<file path="src/rtl/uart_tx_arbiter.sv">
`default_nettype none
// ============================================================================
// Module  : uart_tx_arbiter
// Brief   : Round-robin packet arbiter feeding a single UART TX FIFO.
//           Optional stall timeout enabled by macro UART_TX_ARB_TIMEOUT_EN.
// Revision: 1.0 - initial release
// ============================================================================
module uart_tx_arbiter #(
    parameter int NUM_REQ        = 4,
    parameter int DATA_BITS      = 8,
    parameter int TIMEOUT_CYCLES = 1024
) (
    input  logic                           i_clk,
    input  logic                           i_rst_n,
    input  logic [NUM_REQ-1:0]             i_req,
    input  logic [NUM_REQ-1:0]             i_req_valid,
    input  logic [NUM_REQ*DATA_BITS-1:0]   i_req_data,
    input  logic [NUM_REQ-1:0]             i_req_last,
    output logic [NUM_REQ-1:0]             o_req_ready,
    output logic [NUM_REQ-1:0]             o_grant,
    input  logic                           i_tx_full,
    output logic                           o_write_uart,
    output logic [DATA_BITS-1:0]           o_write_data,
    output logic                           o_busy,
    output logic                           o_timeout_err
);

    localparam int IDX_W = (NUM_REQ > 1) ? $clog2(NUM_REQ) : 1;
    localparam int CNT_W = (TIMEOUT_CYCLES > 1) ? $clog2(TIMEOUT_CYCLES) : 1;

    localparam logic [0:0] S_IDLE = 1'b0;
    localparam logic [0:0] S_SEND = 1'b1;

    localparam logic [IDX_W-1:0] c_last_idx = IDX_W'(NUM_REQ - 1);

    logic [0:0]         r_state;
    logic [NUM_REQ-1:0] r_grant;
    logic [IDX_W-1:0]   r_gidx;
    logic [IDX_W-1:0]   r_rr_ptr;

    logic [0:0]         w_state_nxt;
    logic [NUM_REQ-1:0] w_grant_nxt;
    logic [IDX_W-1:0]   w_gidx_nxt;
    logic [IDX_W-1:0]   w_rr_nxt;
    logic [IDX_W-1:0]   w_gidx_inc;
    logic [IDX_W-1:0]   w_pick_idx;
    logic               w_pick_found;
    logic               w_accept;
    logic               w_timeout;

    // Accept is gated by reset so nothing reaches the FIFO while held in reset.
    assign w_accept   = (r_state == S_SEND) && i_req_valid[r_gidx] && !i_tx_full && i_rst_n;
    assign w_gidx_inc = (r_gidx == c_last_idx) ? '0 : r_gidx + IDX_W'(1);

    // Descending scan so the smallest offset from the pointer wins.
    always_comb begin
        int v_idx;
        w_pick_found = 1'b0;
        w_pick_idx   = '0;
        for (int k = NUM_REQ - 1; k >= 0; k--) begin
            v_idx = int'(r_rr_ptr) + k;
            if (v_idx >= NUM_REQ) begin
                v_idx = v_idx - NUM_REQ;
            end
            if (i_req[v_idx[IDX_W-1:0]]) begin
                w_pick_found = 1'b1;
                w_pick_idx   = v_idx[IDX_W-1:0];
            end
        end
    end

`ifdef UART_TX_ARB_TIMEOUT_EN
    localparam logic [CNT_W-1:0] c_cnt_max = CNT_W'(TIMEOUT_CYCLES - 1);

    logic [CNT_W-1:0] r_stall_cnt;
    logic             r_timeout_err;
    logic             w_stall;

    assign w_stall   = (r_state == S_SEND) && !i_req_valid[r_gidx] && !i_tx_full;
    assign w_timeout = w_stall && (r_stall_cnt == c_cnt_max);

    // Held at zero throughout IDLE, so every SEND entry starts from zero.
    always_ff @(posedge i_clk) begin
        if (!i_rst_n) begin
            r_stall_cnt   <= '0;
            r_timeout_err <= 1'b0;
        end else begin
            r_timeout_err <= w_timeout;
            if ((r_state == S_IDLE) || w_accept || w_timeout) begin
                r_stall_cnt <= '0;
            end else if (w_stall) begin
                r_stall_cnt <= r_stall_cnt + CNT_W'(1);
            end
        end
    end

    assign o_timeout_err = r_timeout_err;
`else
    assign w_timeout     = 1'b0;
    assign o_timeout_err = 1'b0;
`endif

    always_ff @(posedge i_clk) begin
        if (!i_rst_n) begin
            r_state  <= S_IDLE;
            r_grant  <= '0;
            r_gidx   <= '0;
            r_rr_ptr <= '0;
        end else begin
            r_state  <= w_state_nxt;
            r_grant  <= w_grant_nxt;
            r_gidx   <= w_gidx_nxt;
            r_rr_ptr <= w_rr_nxt;
        end
    end

    always_comb begin
        w_state_nxt = r_state;
        w_grant_nxt = r_grant;
        w_gidx_nxt  = r_gidx;
        w_rr_nxt    = r_rr_ptr;
        case (r_state)
            S_IDLE: begin
                if (w_pick_found) begin
                    w_state_nxt             = S_SEND;
                    w_grant_nxt             = '0;
                    w_grant_nxt[w_pick_idx] = 1'b1;
                    w_gidx_nxt              = w_pick_idx;
                end else begin
                    w_grant_nxt = '0;
                end
            end
            S_SEND: begin
                if ((w_accept && i_req_last[r_gidx]) || w_timeout) begin
                    w_state_nxt = S_IDLE;
                    w_grant_nxt = '0;
                    w_rr_nxt    = w_gidx_inc;
                end
            end
            default: begin
                w_state_nxt = S_IDLE;
                w_grant_nxt = '0;
            end
        endcase
    end

    always_comb begin
        o_write_uart = 1'b0;
        o_write_data = '0;
        o_req_ready  = '0;
        if (w_accept) begin
            o_write_uart = 1'b1;
            o_write_data = i_req_data[int'(r_gidx)*DATA_BITS +: DATA_BITS];
            o_req_ready  = r_grant;
        end
    end

    assign o_grant = r_grant;
    assign o_busy  = (r_state == S_SEND);

endmodule
`default_nettype wire

</file>
<file path="config.mk">
export PLATFORM = sky130hd
export DESIGN_NAME = uart_tx_arbiter
export DESIGN_NICKNAME = d
export VERILOG_FILES = /design/src/rtl/uart_tx_arbiter.sv
export SDC_FILE = /design/constraint.sdc
export NUM_CORES = 1
export LEC_CHECK = 0
export CAP_MARGIN = 20
export CORE_MARGIN = 1
export CORE_UTILIZATION = 32
export CTS_CLUSTER_SIZE = 10
export DETAILED_ROUTE_END_ITERATION = 16
export PLACE_DENSITY = 0.79
export SYNTH_ARGS = -nofsm -noshare
export SYNTH_HDL_FRONTEND = slang
export SYNTH_SLANG_ARGS = --single-unit
</file>
<file path="constraint.sdc">
create_clock -name i_clk -period 2.5 [get_ports i_clk]
set_input_delay 0.5 -clock i_clk [delete_from_list [all_inputs] [get_ports i_clk]]
set_output_delay 0.5 -clock i_clk [all_outputs]
set_load 0.01 [all_outputs]
</file>
==> results of run 1 <==
-- synthesized netlist by cell type --
library cell / n / area (sq um)
and3_1: 12 / 75.07
dfxtp_1: 9 / 180.2
mux4_2: 9 / 202.7
nand2_1: 7 / 26.28
a21oi_1: 5 / 25.02
nor2_1: 5 / 18.77
inv_1: 4 / 15.01
mux2i_1: 4 / 40.04
a21oi_2: 3 / 26.28
buf_2: 3 / 15.01
nand3_1: 2 / 10.01
nor3_2: 2 / 20.02
o31ai_1: 2 / 15.01
or3_1: 2 / 12.51
a31o_1: 1 / 8.760
and2_1: 1 / 6.260
buf_4: 1 / 7.510
buf_6: 1 / 11.26
clkbuf_1: 1 / 3.750
conb_1: 1 / 3.750
ha_1: 1 / 12.51
nand2b_1: 1 / 6.260
nand3_2: 1 / 10.01
nand3b_1: 1 / 7.510
o21a_1: 1 / 7.510
o22a_1: 1 / 8.760
o22ai_1: 1 / 6.260
o22ai_2: 1 / 12.51
o41ai_1: 1 / 8.760
or3b_1: 1 / 8.760
-- registers in the layout, summed over array words and instances (netlist names) --
register / cells
o_grant: 4
r_gidx: 2
r_rr_ptr: 2
o_busy: 1
-- area by class of cell --
class	instances	area [sq um]
Clock buffer	4	26.28
Multi-Input combinational cell	66	579.3
Fill cell	199	788.3
Inverter	4	15.01
Sequential cell	9	180.2
Timing Repair Buffer	75	673.1
Tap cell	28	35.03
-- layer usage --
| layer | share of wire | vias to the layer above | global-route usage |
|---|---|---|---|
| met2 | 0.47 | 53 | 0.3882 |
| met5 | 0 | - | 0 |
| met3 | 0.10 | 6 | 0.06087 |
| met1 | 0.42 | 444 | 0.2425 |
| li1 | - | 468 | - |
| met4 | 0.0086 | 0 | 0.03947 |
-- through the flow --
| stage | util | hold WS, ns | setup WS [ns] | std cells |
|---|---|---|---|---|
| global placement | 0.6541 | 0.4612 | -0.3165 | 178 |
| detailed placement | 0.6541 | 0.4716 | -0.3642 | 178 |
| global route | 0.6569 | 0.4911 | 0.01747 | 186 |
| finish | 0.6569 | 0.4803 | 0.04993 | 186 |
| CTS | 0.6580 | 0.4805 | 0.01554 | 186 |
| floorplan | - | 0.4721 | 0.5512 | 85 |
-- final timing paths --
kind              startpoint              end  slack, ns
hold / removal    o_grant[2]       o_grant[2]       0.48
setup / recovery   i_tx_full  o_write_data[3]       0.05
setup reg to reg   r_gidx[0]       o_grant[0]       0.66
hold reg to reg   o_grant[2]       o_grant[2]       0.48
-- critical path, delay by kind of cell --
kind | cells | cell delay (ns)
buffers and inverters | 3 | 0.81
AND/OR/NAND/NOR | 2 | 0.51
AO/OA/AOI/OAI | 1 | 0.13
-- power groups by stage --
stage	clock, W	combinational (W)	sequential (W)
final	0.000112	0.000195	0.000161
after global routing	0.000122	0.000209	0.000163
after global placement	0	0.000187	0.000163
after floorplan	0	0.0000781	0.000163
after detailed placement	0	0.000191	0.000164
after CTS	0.000114	0.000196	0.000161
-- timing repair --
item | CTS | global route
buffers inserted | 3 | 0
cloned | 1 | 0
gates resized for setup | 47 | 3
pin swaps | 1 | 1
setup endpoints to repair | 13 | 4
-- logic make-up after synthesis --
group,share of synthesized area
DFF,0.2219
AOI/OAI and AO/OA,0.1464
buffers and inverters,0.06470
and+or+nand+nor,0.2481
muxes,0.2989
other,0.004618
adders and majority gates,0.01541
==> metrics, run 1 <==
status finished, final reports clean; design area 1509 sq um; unrepaired setup endpoints after global routing false; n_diodes 0; P_int 0.0003405 W; Clock Skew 0.003854 ns; max cap viols 0; gr usage total 0.2123; Final ANT Viol Nets 0; worst path arrival time 1.95 ns; Cells after Synth 85; Num CTS Buffers 3; post-layout min period 2.450 ns; Placer Congestion 0.8981; Setup TNS Final 0 ns; vias in the first global route 925; combinational share of power 0.417; part of the power in registers 0.344; hold path depth 2; CP max stage delay 0.41 ns; CTS tree yes; pin count of the biggest net entering global routing 17; most frequent cells in the layout clkdlybuf4s50_1 (50), and3_1 (12), buf_2 (10); total grt overflow 0; pwr/cell area 310.6 nW/um^2; Static Leak 0.6561 nW; Clk pwr share 0.240; Peak Freq 408.2 MHz; DR vias/cell 5.220; crit path kind in2out; Worst setup EP type primary output; most common cell after layout, fill and taps aside clkdlybuf4s50_1; DIE HEIGHT between 50 and 60 um; fin. max-slew vios 0; Netlist cell types 30; Pre-antenna DRT Iters 5; H-tree depth 1; Area growth, synth to finish 85.82%; Switching Fraction 0.2734; DR vias roughly 970; number of port buffers 64; Final #Nets around 210; top-level port count 66; Hold Crit Class reg2reg; #FFs+latches synth 9; clk root buf clkbuf_4; share of cells above drive strength 1 0.2595; Slowest cell on crit path clkdlybuf4s50_1; Row Count 17; Reg2Reg Depth 9; total power 0.0004687 W; Die W 52.38 um; Worst Path Required ~2 ns; worst skew pair latency 0.26 ns; maximum buffer depth of the clock tree 2; initial detailed-routing violation count 13; Syn Area/Cell approximately 9.6 sq um; Net Count, Synth 133; crit path cell chain clkdlybuf4s50_1 > or3b_1 > o22ai_2 > buf_6 > and3_1 > dlygate4sd2_1; Starting Density 0.3535; Mapped Area about 810 sq um; DP Area 1503 sq um; wirelength, routed 2784 um; Ys Warns 0; first-pass GRT wire length 4312 um; Post-DP HPWL 2184 um; antenna violations before repair 0; CP startpoint kind input pin; worst ir drop on vdd 0.3168 mV; DRC viols 0; # hold bufs at CTS 0; full die area 2743 sq um; core footprint 2297 sq um; crit-path max FO 5; Seq/Total Area, Yosys 0.2219; Tcrit/Tclk final 0.9800; # setup viols final 0; Hold Fails Final Rpt 0; Routed wire per std cell 14.97 um; NetSw 0.0001281 W; # clock sinks 9; clock-pin slew on the worst setup and hold paths 0.06 ns
Power figures use the tool's default switching activity.
==> run 2: changes to the inputs <==
CORE_ASPECT_RATIO = 1.75   (was not set)
CORE_UTILIZATION = 29   (was 32)
PLACE_DENSITY = 0.76   (was 0.79)
clock period = 2.11 ns   (was 2.5 ns; I/O delays follow)
==> run 2 against run 1 <==
First-iteration DRC count increased by 92%. Sequential power up 20%. Critical path depth down 2. Count of clock-buffer cells in the layout down 1. Clock power grew 79%. Combinational power increased by 19%. Global-route usage is 2.5 points lower. Via count rose by 4.0%.
==> metrics, run 2 (same netlist as run 1, synthesis figures left out) <==
total power 0.0006263 W (was 0.0004687 W); H-tree depth 1 (unchanged); combinational share of power 0.372 (was 0.417); Die W 42 um (was 52.38 um); Post-DP HPWL 2391 um (was 2184 um); crit path kind in2out (unchanged); vias in the first global route 1023 (was 925); share of cells above drive strength 1 0.2911 (was 0.2595); max FFs per register 4 (unchanged); antenna violations before repair 0 (unchanged); worst skew pair latency 0.23 ns (was 0.26 ns); NetSw 0.0001628 W (was 0.0001281 W); pin count of the biggest net entering global routing 17 (unchanged); r2r endpoint o_grant[0] (unchanged); # hold bufs at CTS 0 (unchanged); status finished, final reports clean (unchanged); Placer Congestion 0.8001 (was 0.8981); Routed wire per std cell 15.21 um (was 14.97 um); Worst Path Required 1.69 ns (was 2.00 ns); gr usage total 0.1874 (was 0.2123); Switching Fraction 0.2600 (was 0.2734); initial detailed-routing violation count 25 (was 13); DR vias/cell 5.459 (was 5.220); Starting Density 0.3019 (was 0.3535); hold path start o_grant[2] (unchanged); Pre-antenna DRT Iters 4 (was 5); max cap viols 0 (unchanged); Endpoint, Worst Hold o_grant[2] (unchanged); Post-Layout Cell Count 185 (was 186); DP Area 1536 sq um (was 1503 sq um); crit-path max FO 1 (was 5); Num CTS Buffers 3 (unchanged); clock-pin slew on the worst setup and hold paths 0.05 ns (was 0.06 ns); pwr/cell area 405.0 nW/um^2 (was 310.6 nW/um^2); Worst setup EP type primary output (unchanged); DRC viols 0 (unchanged); Static Leak 0.6701 nW (was 0.6561 nW); DR vias 1010 (was 971); hold path depth 2 (unchanged); clk root buf clkbuf_8 (was clkbuf_4); design area 1546 sq um (was 1509 sq um); Reg2Reg Depth 9 (unchanged); most frequent cells in the layout clkdlybuf4s50_1 (49), buf_2 (12), and3_1 (11) (was clkdlybuf4s50_1 (50), and3_1 (12), buf_2 (10)); crit path cell chain clkdlybuf4s50_1 > mux4_2 > and3_1 > buf_2 (was clkdlybuf4s50_1 > or3b_1 > o22ai_2 > buf_6 > and3_1 > dlygate4sd2_1); CP max stage delay 0.46 ns (was 0.41 ns); part of the power in registers 0.309 (was 0.344); hold slack 0.4729 ns (was 0.4803 ns); first-pass GRT wire length 4478 um (was 4312 um); Tcrit/Tclk final 0.9724; DIE HEIGHT 72 um (was 52.38 um); core footprint 2690 sq um (was 2297 sq um); Final ANT Viol Nets 0 (unchanged); flop2flop setup slack 0.34 ns (was 0.66 ns); post-layout min period 2.052 ns; wirelength, routed 2814 um (was 2784 um); Final #Nets 207 (unchanged); CTS tree yes (unchanged); top-level port count 66 (unchanged); number of port buffers 64 (unchanged); PnR worst setup slack 0.05827 ns (was 0.04993 ns); Peak Freq a little under 500 MHz; Hold Crit Class reg2reg (unchanged); maximum buffer depth of the clock tree 2 (unchanged); full die area 3024 sq um (was 2743 sq um); Clock Skew 0.001868 ns (was 0.003854 ns); most common cell after layout, fill and taps aside clkdlybuf4s50_1 (unchanged); total grt overflow 0 (unchanged); # clock sinks 9 (unchanged); Slowest cell on crit path mux4_2 (was clkdlybuf4s50_1); n_diodes 0 (unchanged); Area growth, synth to finish 90.45% (was 85.82%); CP startpoint kind input pin (unchanged); worst r2r src r_gidx[0] (unchanged); Row Count 25 (was 17); unrepaired setup endpoints after global routing true (was false); pre-CTS setup slack -0.5526 ns (was -0.3642 ns); DP Cell Count 180 (was 178); worst ir drop on vdd 0.4767 mV (was 0.3168 mV); # setup viols final 0 (unchanged); worst path arrival time 1.63 ns (was 1.95 ns); Clk pwr share 0.319 (was 0.240); fin. max-slew vios 0 (unchanged); P_int 0.0004635 W (was 0.0003405 W); Hold Fails Final Rpt 0 (unchanged)
-- run 2: changes by cell type in the layout (fill, tap and decap cells not counted), moves of 2 or more --
cell,previous run,this run
buf_2,10,12
buf_6,2,4
buf_4,9,7
clkbuf_8,0,3
clkbuf_4,3,0
-- run 2: timing repair --
action	CTS	global route
setup endpoints to repair	13	8
gates resized for setup	56	4
pin swaps	2	1
buffers inserted	1	0
-- run 2: how the worst max path moves through the flow --
stage | start | end | slack, ns
6_report | i_req_data[3] | o_write_data[3] | 0.06
5_1_grt | i_req_valid[3] | o_write_data[0] | -0.003
4_1_cts | r_gidx[0] | o_write_data[3] | 0.02
3_5_place_dp | i_rst_n | o_write_data[0] | -0.55
3_3_place_gp | i_rst_n | o_req_ready[0] | -0.51
2_1_floorplan | r_gidx[0] | o_write_data[0] | 0.24
-- run 2: metal layers --
metal  wire [um]  up-vias  track usage
li1            -      467            -
met1        1002      481       0.1919
met2        1494       60       0.3611
met3         291        2      0.04229
met4          26        0      0.06452
met5           0        -            0
-- run 2: layout make-up --
class	count	area, sq um
clock buffers	3	41.29
clock inverters	1	5.005
fillers	236	1144
inverters	4	15.01
multi-input cells	66	584.3
flip-flops and latches	9	181.4
well taps	27	33.78
repair buffers	75	685.7
-- run 2: worst max-delay path: cells and delay by family --
kind          cells  cell delay, ns
buf+inv           2            0.55
mux               1            0.46
simple gates      1            0.19
-- run 2: power groups by stage --
stage | Clock (W) | Sequential, W | Combinational, W
after CTS | 0.000202 | 0.000193 | 0.000235
after detailed placement | 0 | 0.000196 | 0.000236
after global routing | 0.000210 | 0.000195 | 0.000252
after floorplan | 0 | 0.000194 | 0.0000925
final | 0.000200 | 0.000193 | 0.000233
after global placement | 0 | 0.000195 | 0.000230
-- run 2: stage by stage --
step	utilization	TNS (ns)
6_report	0.5749	0
5_1_grt	0.5749	-0.004674
4_1_cts	0.5688	0
3_5_place_dp	0.5712	-6.970
3_3_place_gp	0.5712	-6.534
2_1_floorplan	-	0
==> run 3: changes to the inputs <==
CAP_MARGIN = 30   (was 20)
==> results of run 3 <==
No change in the layout: final DEF, timing and power equal those of run 2.
